<file path="src/rtl/pc104_pid_gain_regs.sv">
// PC/104 I/O register file holding double-buffered PID P/I gains for the signal-board CPLD.
// Host write strobe is synchronised to clk and edge-detected; reads are purely combinational.
module pc104_pid_gain_regs #(
  parameter logic [9:0] BASE_ADDR = 10'h300,
  parameter logic [3:0] VERSION   = 4'h1,
  parameter logic [7:0] P_RESET   = 8'h00,
  parameter logic [7:0] I_RESET   = 8'h00
) (
  input  logic        clk,
  input  logic        rst,
  input  logic [9:0]  SA,
  input  logic        AEN,
  input  logic        IOW_N,
  input  logic        IOR_N,
  input  logic [15:8] OUT_SD,
  output logic [15:8] IN_SD,
  output logic        IN_SD_OE,
  output logic [7:0]  IO_A,
  output logic [7:0]  IO_B,
  output logic        GAIN_UPD
);

  logic       s1_q, s1_d, s2_q, s2_d, s3_q, s3_d;
  logic [7:0] p_shadow_q, p_shadow_d;
  logic [7:0] i_shadow_q, i_shadow_d;
  logic [7:0] io_a_q, io_a_d;
  logic [7:0] io_b_q, io_b_d;
  logic       gain_upd_q, gain_upd_d;
  logic [3:0] commit_cnt_q, commit_cnt_d;

  logic       addr_hit;
  logic       wr_fall;
  logic       wr_en;
  logic [7:0] rd_data;

  assign addr_hit = (SA[9:2] == BASE_ADDR[9:2]);
  // s3 lags s2 by one clock, so a low strobe yields a single-cycle write enable.
  assign wr_fall  = ~s2_q & s3_q;
  assign wr_en    = wr_fall & ~AEN & addr_hit;

  always_comb begin
    s1_d         = IOW_N;
    s2_d         = s1_q;
    s3_d         = s2_q;
    p_shadow_d   = p_shadow_q;
    i_shadow_d   = i_shadow_q;
    io_a_d       = io_a_q;
    io_b_d       = io_b_q;
    gain_upd_d   = 1'b0;
    commit_cnt_d = commit_cnt_q;
    if (wr_en) begin
      case (SA[1:0])
        2'd0: p_shadow_d = OUT_SD;
        2'd1: i_shadow_d = OUT_SD;
        2'd2: begin
          // CLEAR outranks COMMIT when both bits are set.
          if (OUT_SD[15]) begin
            io_a_d     = 8'h00;
            io_b_d     = 8'h00;
            gain_upd_d = 1'b1;
          end else if (OUT_SD[8]) begin
            io_a_d     = p_shadow_q;
            io_b_d     = i_shadow_q;
            gain_upd_d = 1'b1;
          end
        end
        default: ;
      endcase
    end
    if (gain_upd_d) begin
      commit_cnt_d = commit_cnt_q + 4'd1;
    end
  end

  always_ff @(posedge clk) begin
    if (rst) begin
      s1_q         <= 1'b1;
      s2_q         <= 1'b1;
      s3_q         <= 1'b1;
      p_shadow_q   <= P_RESET;
      i_shadow_q   <= I_RESET;
      io_a_q       <= P_RESET;
      io_b_q       <= I_RESET;
      gain_upd_q   <= 1'b0;
      commit_cnt_q <= 4'd0;
    end else begin
      s1_q         <= s1_d;
      s2_q         <= s2_d;
      s3_q         <= s3_d;
      p_shadow_q   <= p_shadow_d;
      i_shadow_q   <= i_shadow_d;
      io_a_q       <= io_a_d;
      io_b_q       <= io_b_d;
      gain_upd_q   <= gain_upd_d;
      commit_cnt_q <= commit_cnt_d;
    end
  end

  always_comb begin
    rd_data = 8'h00;
    case (SA[1:0])
      2'd0:    rd_data = p_shadow_q;
      2'd1:    rd_data = i_shadow_q;
      2'd3:    rd_data = {VERSION, commit_cnt_q};
      default: rd_data = 8'h00;
    endcase
  end

  assign IN_SD_OE = ~IOR_N & ~AEN & addr_hit;
  assign IN_SD    = IN_SD_OE ? rd_data : 8'h00;
  assign IO_A     = io_a_q;
  assign IO_B     = io_b_q;
  assign GAIN_UPD = gain_upd_q;

endmodule

</file>
<file path="config.mk">
export PLATFORM = sky130hd
export DESIGN_NAME = pc104_pid_gain_regs
export DESIGN_NICKNAME = d
export VERILOG_FILES = /design/src/rtl/pc104_pid_gain_regs.sv
export SDC_FILE = /design/constraint.sdc
export NUM_CORES = 1
export LEC_CHECK = 0
export BUFFER_PORTS_ARGS = -buffer_cell sky130_fd_sc_hd__buf_4
export CAP_MARGIN = 20
export CORE_MARGIN = 3
export CORE_UTILIZATION = 55
export CTS_CLUSTER_DIAMETER = 200
export DETAILED_ROUTE_END_ITERATION = 16
export PLACE_DENSITY_LB_ADDON = 0.1
export SYNTH_ARGS = -nofsm -noshare
export SYNTH_HDL_FRONTEND = slang
export SYNTH_SLANG_ARGS = --single-unit
</file>
<file path="constraint.sdc">
create_clock -name clk -period 3.9 [get_ports clk]
set_input_delay 0.195 -clock clk [delete_from_list [all_inputs] [get_ports clk]]
set_output_delay 0.195 -clock clk [all_outputs]
set_load 0.01 [all_outputs]
</file>
==> results.toml, run 1 <==
[outcome]
status = "completed"

[sta]
hold_viol_final = 0
fmax_mhz = 556
setup_tns_ns = 0
finalSetupViolCount = 0
tightest_slew_ns = 0.764
finClkSkew_ns = 0.00961
rsz0062_at_grt = "no"
finalMaxSlewViolations = 0
slew_headroom = 0.488
period_minus_slack_ns = 1.80
finalCritPeriodShare = 0.461

[setup_path]
crit_chain = "buf_4 > and4bb_4 > nand4b_1 > or2_2 > nor2_1 > buf_4"
cp_top_family = "simple AND/OR/NAND/NOR gates"
crit_top_cell = "buf_4"
path_class = "in2out"
crit_fanout = 7
cp.required_ns = 3.70
end_kind = "output pin"
path_buf_inv = 2
critPathLaunchType = "input port"
cp.arrival_ns = 1.60
critPathMaxStageDelay_ns = 0.40
cp_slowest_cell = "or2_2"

[layout]
final_area_um2 = 2230
fillCellCount = 249
nets = 263
layout_common_cells = "buf_4 (49), dfxtp_1 (40), nor2_1 (29)"
num_antenna_cells = 0
layout_commonest_cell = "buf_4"
area_delta_synth_final_pct = 21.5
final_layout_size_suffix_gt1_frac = 0.272

[detailed_routing]
vias = 1667
drtAntennaViolNets = 0
drc = 0
first_iter_violations = 102
wl_per_cell_um = 16.5
wl_um = 4680
via_per_inst = 5.89
detail_route.first_pass.iterations = 4

[power]
power_density_nw_per_um2 = 294
netSwitchingPower_w = 0.000156
leakage_nw = 0.919
clock_power_share = 0.294
pwr-share-seq = 0.626
peakVddDrop_v = 0.000265
p_int_w = 0.000499
combPwrFrac = 0.079
switching_share = 0.238

[yosys]
async_flop_share = 0
ys_seq_area_frac = 0.437
yosys_warnings = 0
synth_edf_count = 0
ys_top_cells_by_area = "dfxtp_1 (44%), mux2i_1 (13%), nand4b_1 (8.1%), a21oi_1 (6.8%), nor2_1 (5.9%)"
synth_nets = 224
ys_ff_latch = 40
yosysTopAreaCell = "dfxtp_1"
netlist.area_leader.share = 0.437
synth_cell_types = 30
synth_ff_type = "dfxtp_1"
synth.avg_cell_area_um2 = 9.17
netlist_area_um2 = 1830
synthCells = 200

[global_routing]
grt_usage = 0.240
gr-total-overflow = 0
antenna_found_initial = 0
grt_pass1_vias = 1575
grt_max_degree = 41
grt_pass1_wl_um = 7610

[die]
ios = 49
fp.dieW_um = 63.8
row_count = 20
initial_utilization = 0.586
fp.dieArea_um2 = 4060
fp.coreArea_um2 = 3130
die_h_um = 63.8

[place]
place_area_um2 = 2180
dp_hpwl_um = 3270
place.port_buffers = 48
place_congestion = 0.885

[job]
cap_violations = 0

[min_path]
hold_path_class = "in2reg"

[clock_network]
numCtsBuffers = 5
cts_buffer_depth = 2
cts.clk_slew.worst_paths_ns = 0.10
insertion_delay_ns = 0.34
cts_tree = "done"
postCtsSetupBuffers = 0
htreeDepth = 2
cts_hold_buf = 0
clock-sinks = 40
cts_root_buffer = "clkbuf_4"
cts-resized-gates = 0
## worst register-to-register path: stages, from the launching register on
cell and delay (ns):
dfxtp_1 0.36, nor2b_1 0.29, nand4_4 0.32, or4_1 0.60
a21oi_1 0.14
## area by class of cell
class                           count  area (um^2)  area share
Sequential cell                    40          801       0.359
Inverter                            3         11.3     0.00505
Tap cell                           44         55.1      0.0247
Timing Repair Buffer               49          368       0.165
Clock buffer                        6         41.3      0.0185
Multi-Input combinational cell    140          947       0.425
Clock inverter                      1         5.00     0.00225
## logic make-up (layout without fill, tap and decap cells)
| family | after synthesis | in the layout | share of synthesized area |
|---|---|---|---|
| simple gates | 68 | 68 | 0.246 |
| compound gates | 48 | 48 | 0.138 |
| flops | 40 | 40 | 0.437 |
| mux | 23 | 23 | 0.126 |
| buf+inv | 20 | 59 | 0.0471 |
| fa+ha+maj | 1 | 1 | 0.00682 |
## stage by stage
| step | cells | power, W | worst slack, ns | hold WS, ns | util |
|---|---|---|---|---|---|
| detailed placement | 276 | 0.000471 | 2.08 | 0.385 | 0.698 |
| global route | 283 | 0.000683 | 1.96 | 0.0144 | 0.712 |
| floorplan | 200 | 0.000447 | 2.40 | 0.299 | - |
| finish | 283 | 0.000655 | 2.10 | 0.0355 | 0.712 |
| CTS | 283 | 0.000657 | 2.09 | 0.0323 | 0.712 |
| global placement | 276 | 0.000469 | 2.14 | 0.381 | 0.698 |
## cell usage after synthesis, drive strengths merged, types with 2 or more instances
cell and n:
nand3 2, nor2 30, or4 2, or2 4, a21oi 25, buf 7, mux2i 23, nand4 3
and4 2, dfxtp 40, clkbuf 10, nand4b 17, o21ai 19, inv 3, o31ai 2
## power groups by stage
| stage | sequential (W) | combinational [W] | clock (W) |
|---|---|---|---|
| 2_1_floorplan | 0.000419 | 0.0000273 | 0 |
| 3_3_place_gp | 0.000420 | 0.0000493 | 0 |
| 3_5_place_dp | 0.000420 | 0.0000512 | 0 |
| 4_1_cts | 0.000410 | 0.0000514 | 0.000195 |
| 5_1_grt | 0.000411 | 0.0000560 | 0.000217 |
| 6_report | 0.000410 | 0.0000520 | 0.000193 |
## worst paths after layout
path	endpoint	slack [ns]	from	cells past startpoint
setup / recovery	IN_SD[15]	2.10	SA[6]	6
hold / removal	s1_q$_SDFF_PP1_	0.04	IOW_N	2
setup reg to reg	commit_cnt_q[3]$_SDFFE_PP0P_	2.14	s3_q$_SDFF_PP1_	4
hold reg to reg	s2_q$_SDFF_PP1_	0.43	s1_q$_SDFF_PP1_	1
## state kept, by name (all words and copies together), names as in the netlist
register,count
IO_B,8
s3_q,1
s2_q,1
i_shadow_q,8
s1_q,1
commit_cnt_q,4
IO_A,8
p_shadow_q,8
GAIN_UPD,1
## per-layer routing
metal  up-vias  part of all wire  wire, um  track usage
li1        800                 -         -            -
met1       788              0.44      2070        0.297
met2        70              0.47      2190        0.390
met3         9             0.076       355       0.0861
met4         0             0.015        70       0.0755
met5         -                 0         0            0
Power figures use the tool's default switching activity.
==> inputs of run 2 (changes only) <==
--- a/config.mk
+++ b/config.mk
@@ -8,7 +8,7 @@
 export BUFFER_PORTS_ARGS = -buffer_cell sky130_fd_sc_hd__buf_4
 export CAP_MARGIN = 20
 export CORE_MARGIN = 3
-export CORE_UTILIZATION = 55
+export CORE_UTILIZATION = 47
 export CTS_CLUSTER_DIAMETER = 200
 export DETAILED_ROUTE_END_ITERATION = 16
 export PLACE_DENSITY_LB_ADDON = 0.1
==> constraint.sdc (replaced) <==
create_clock -name clk -period 1.6 [get_ports clk]
set_input_delay 0.08 -clock clk [delete_from_list [all_inputs] [get_ports clk]]
set_output_delay 0.08 -clock clk [all_outputs]
set_load 0.01 [all_outputs]
==> run 2 against run 1 <==
Die area grew 15%. Global-route usage shrank 3.6 points. Non-clock buffer count grew 9. Combinational power grew to 2.5 times the previous value.
==> results.toml, run 2 (same netlist as run 1, synthesis figures left out) <==
[setup_path]
crit_fanout = 5
cp_top_family = "simple AND/OR/NAND/NOR gates"
reg2reg_depth = 4
cp.arrival_ns = 1.73
rrSetupSlack_ns = 0.10
cp_slowest_cell = "or4_1"
critPathMaxStageDelay_ns = 0.53
end_kind = "register"
rr_startpoint = "s3_q$_SDFF_PP1_"
cp.required_ns = 1.83
critPathLaunchType = "register"
path_buf_inv = 0
crit_chain = "nor2b_2 > nand4_4 > or4_1 > a21oi_1"
path_class = "reg2reg"
rr_endpoint = "commit_cnt_q[3]$_SDFFE_PP0P_"

[die]
fp.dieW_um = 68.5
initial_utilization = 0.494
row_count = 22
fp.dieArea_um2 = 4690
fp.coreArea_um2 = 3720
die_h_um = 68.5
ios = 49

[clock_network]
clock-sinks = 40
postCtsSetupBuffers = 0
cts_root_buffer = "clkbuf_8"
cts_tree = "done"
numCtsBuffers = 5
htreeDepth = 2
cts_buffer_depth = 2
cts.clk_slew.worst_paths_ns = 0.08
insertion_delay_ns = 0.30

[layout]
num_antenna_cells = 0
nets = 272
area_delta_synth_final_pct = 30.8
final_layout_size_suffix_gt1_frac = 0.305
layout_commonest_cell = "buf_4"
post-route-util = 0.645
layout_common_cells = "buf_4 (56), dfxtp_1 (40), nor2_1 (29)"

[sta]
setup_tns_ns = 0
rsz0062_at_grt = "no"
hold_viol_final = 0
finalSetupViolCount = 0
slew_headroom = 0.725
finalCritPeriodShare = 0.937
finClkSkew_ns = 0.00616
fmax_mhz = 667
tightest_slew_ns = 0.412
finalMaxSlewViolations = 0
period_minus_slack_ns = 1.50

[detailed_routing]
drc = 0
vias = 1665
drtAntennaViolNets = 0
drt-met1-wl_um = 2080
wl_um = 4640
via_per_inst = 5.61
highest_layer = "met4"
first_iter_violations = 164
wl_met3_um = 292
wl_per_cell_um = 15.6
detail_route.first_pass.iterations = 4
met2WireLength_um = 2240

[min_path]
min_to = "p_shadow_q[6]$_SDFFE_PP0P_"
hp-start = "OUT_SD[14]"
hold_depth = 3
hold_path_class = "in2reg"

[global_routing]
grt_usage = 0.205
antenna_found_initial = 0
grt_max_degree = 41
grt_pass1_wl_um = 7120
gr-total-overflow = 0
grt_pass1_vias = 1523

[power]
leakage_nw = 1.00
combPwrFrac = 0.064
pwr-share-seq = 0.491
finalPower_w = 0.00204
peakVddDrop_v = 0.000921
clock_power_share = 0.444
switching_share = 0.209
netSwitchingPower_w = 0.000426
p_int_w = 0.00161
power_density_nw_per_um2 = 848

[job]
cap_violations = 0

[place]
dp_hpwl_um = 3370
place_congestion = 0.885
place.port_buffers = 48

[outcome]
status = "completed"
run 2: through the flow:
step	hold slack (ns)	area [um^2]	setup WS, ns	cells
after floorplan	0.184	1830	0.218	200
after global placement	0.265	2260	0.171	288
after detailed placement	0.268	2260	0.0841	288
after CTS	0.0224	2400	0.0567	297
after global routing	0.0328	2400	0.0261	297
final	0.0279	2400	0.101	297
run 2: what timing repair did:
item | CTS | global route
resized for setup | 0 | 1
endpoints found under the setup margin | 0 | 4
endpoints found under the hold margin | 1 | 0
hold buffers | 1 | 0
run 2: power by group through the flow:
stage | logic (W) | registers (W) | clock network (W)
6_report | 0.000131 | 0.00100 | 0.000904
5_1_grt | 0.000141 | 0.00100 | 0.000962
4_1_cts | 0.000130 | 0.000999 | 0.000916
3_5_place_dp | 0.000128 | 0.00102 | 0
3_3_place_gp | 0.000124 | 0.00102 | 0
2_1_floorplan | 0.0000665 | 0.00102 | 0
run 2: routing by layer:
layer | vias up | global-route usage
li1 | 813 | -
met1 | 788 | 0.261
met2 | 58 | 0.337
met3 | 6 | 0.0493
met4 | 0 | 0.0645
met5 | - | 0
run 2: area by class of cell:
class / count / area [um^2]
fillers: 316 / 1320
repair buffers: 58 / 450
multi-input cells: 140 / 950
inverters: 3 / 11.3
well taps: 48 / 60.1
clock inverters: 1 / 30.0
flip-flops and latches: 40 / 801
clock buffers: 7 / 96.3
run 2: tightest hold or removal path, delay by kind of cell:
kind	cells	cell delay [ns]
simple gates	1	0.07
mux	1	0.05
buf+inv	1	0.08
run 2: worst max path at each step:
stage | from | to | slack [ns] | depth (start not counted)
final | s3_q$_SDFF_PP1_ | commit_cnt_q[3]$_SDFFE_PP0P_ | 0.10 | 4
after global routing | s2_q$_SDFF_PP1_ | p_shadow_q[5]$_SDFFE_PP0P_ | 0.03 | 4
after CTS | s3_q$_SDFF_PP1_ | commit_cnt_q[3]$_SDFFE_PP0P_ | 0.06 | 4
after detailed placement | s3_q$_SDFF_PP1_ | commit_cnt_q[3]$_SDFFE_PP0P_ | 0.08 | 4
after global placement | s3_q$_SDFF_PP1_ | commit_cnt_q[3]$_SDFFE_PP0P_ | 0.17 | 4
after floorplan | s3_q$_SDFF_PP1_ | commit_cnt_q[3]$_SDFFE_PP0P_ | 0.22 | 4
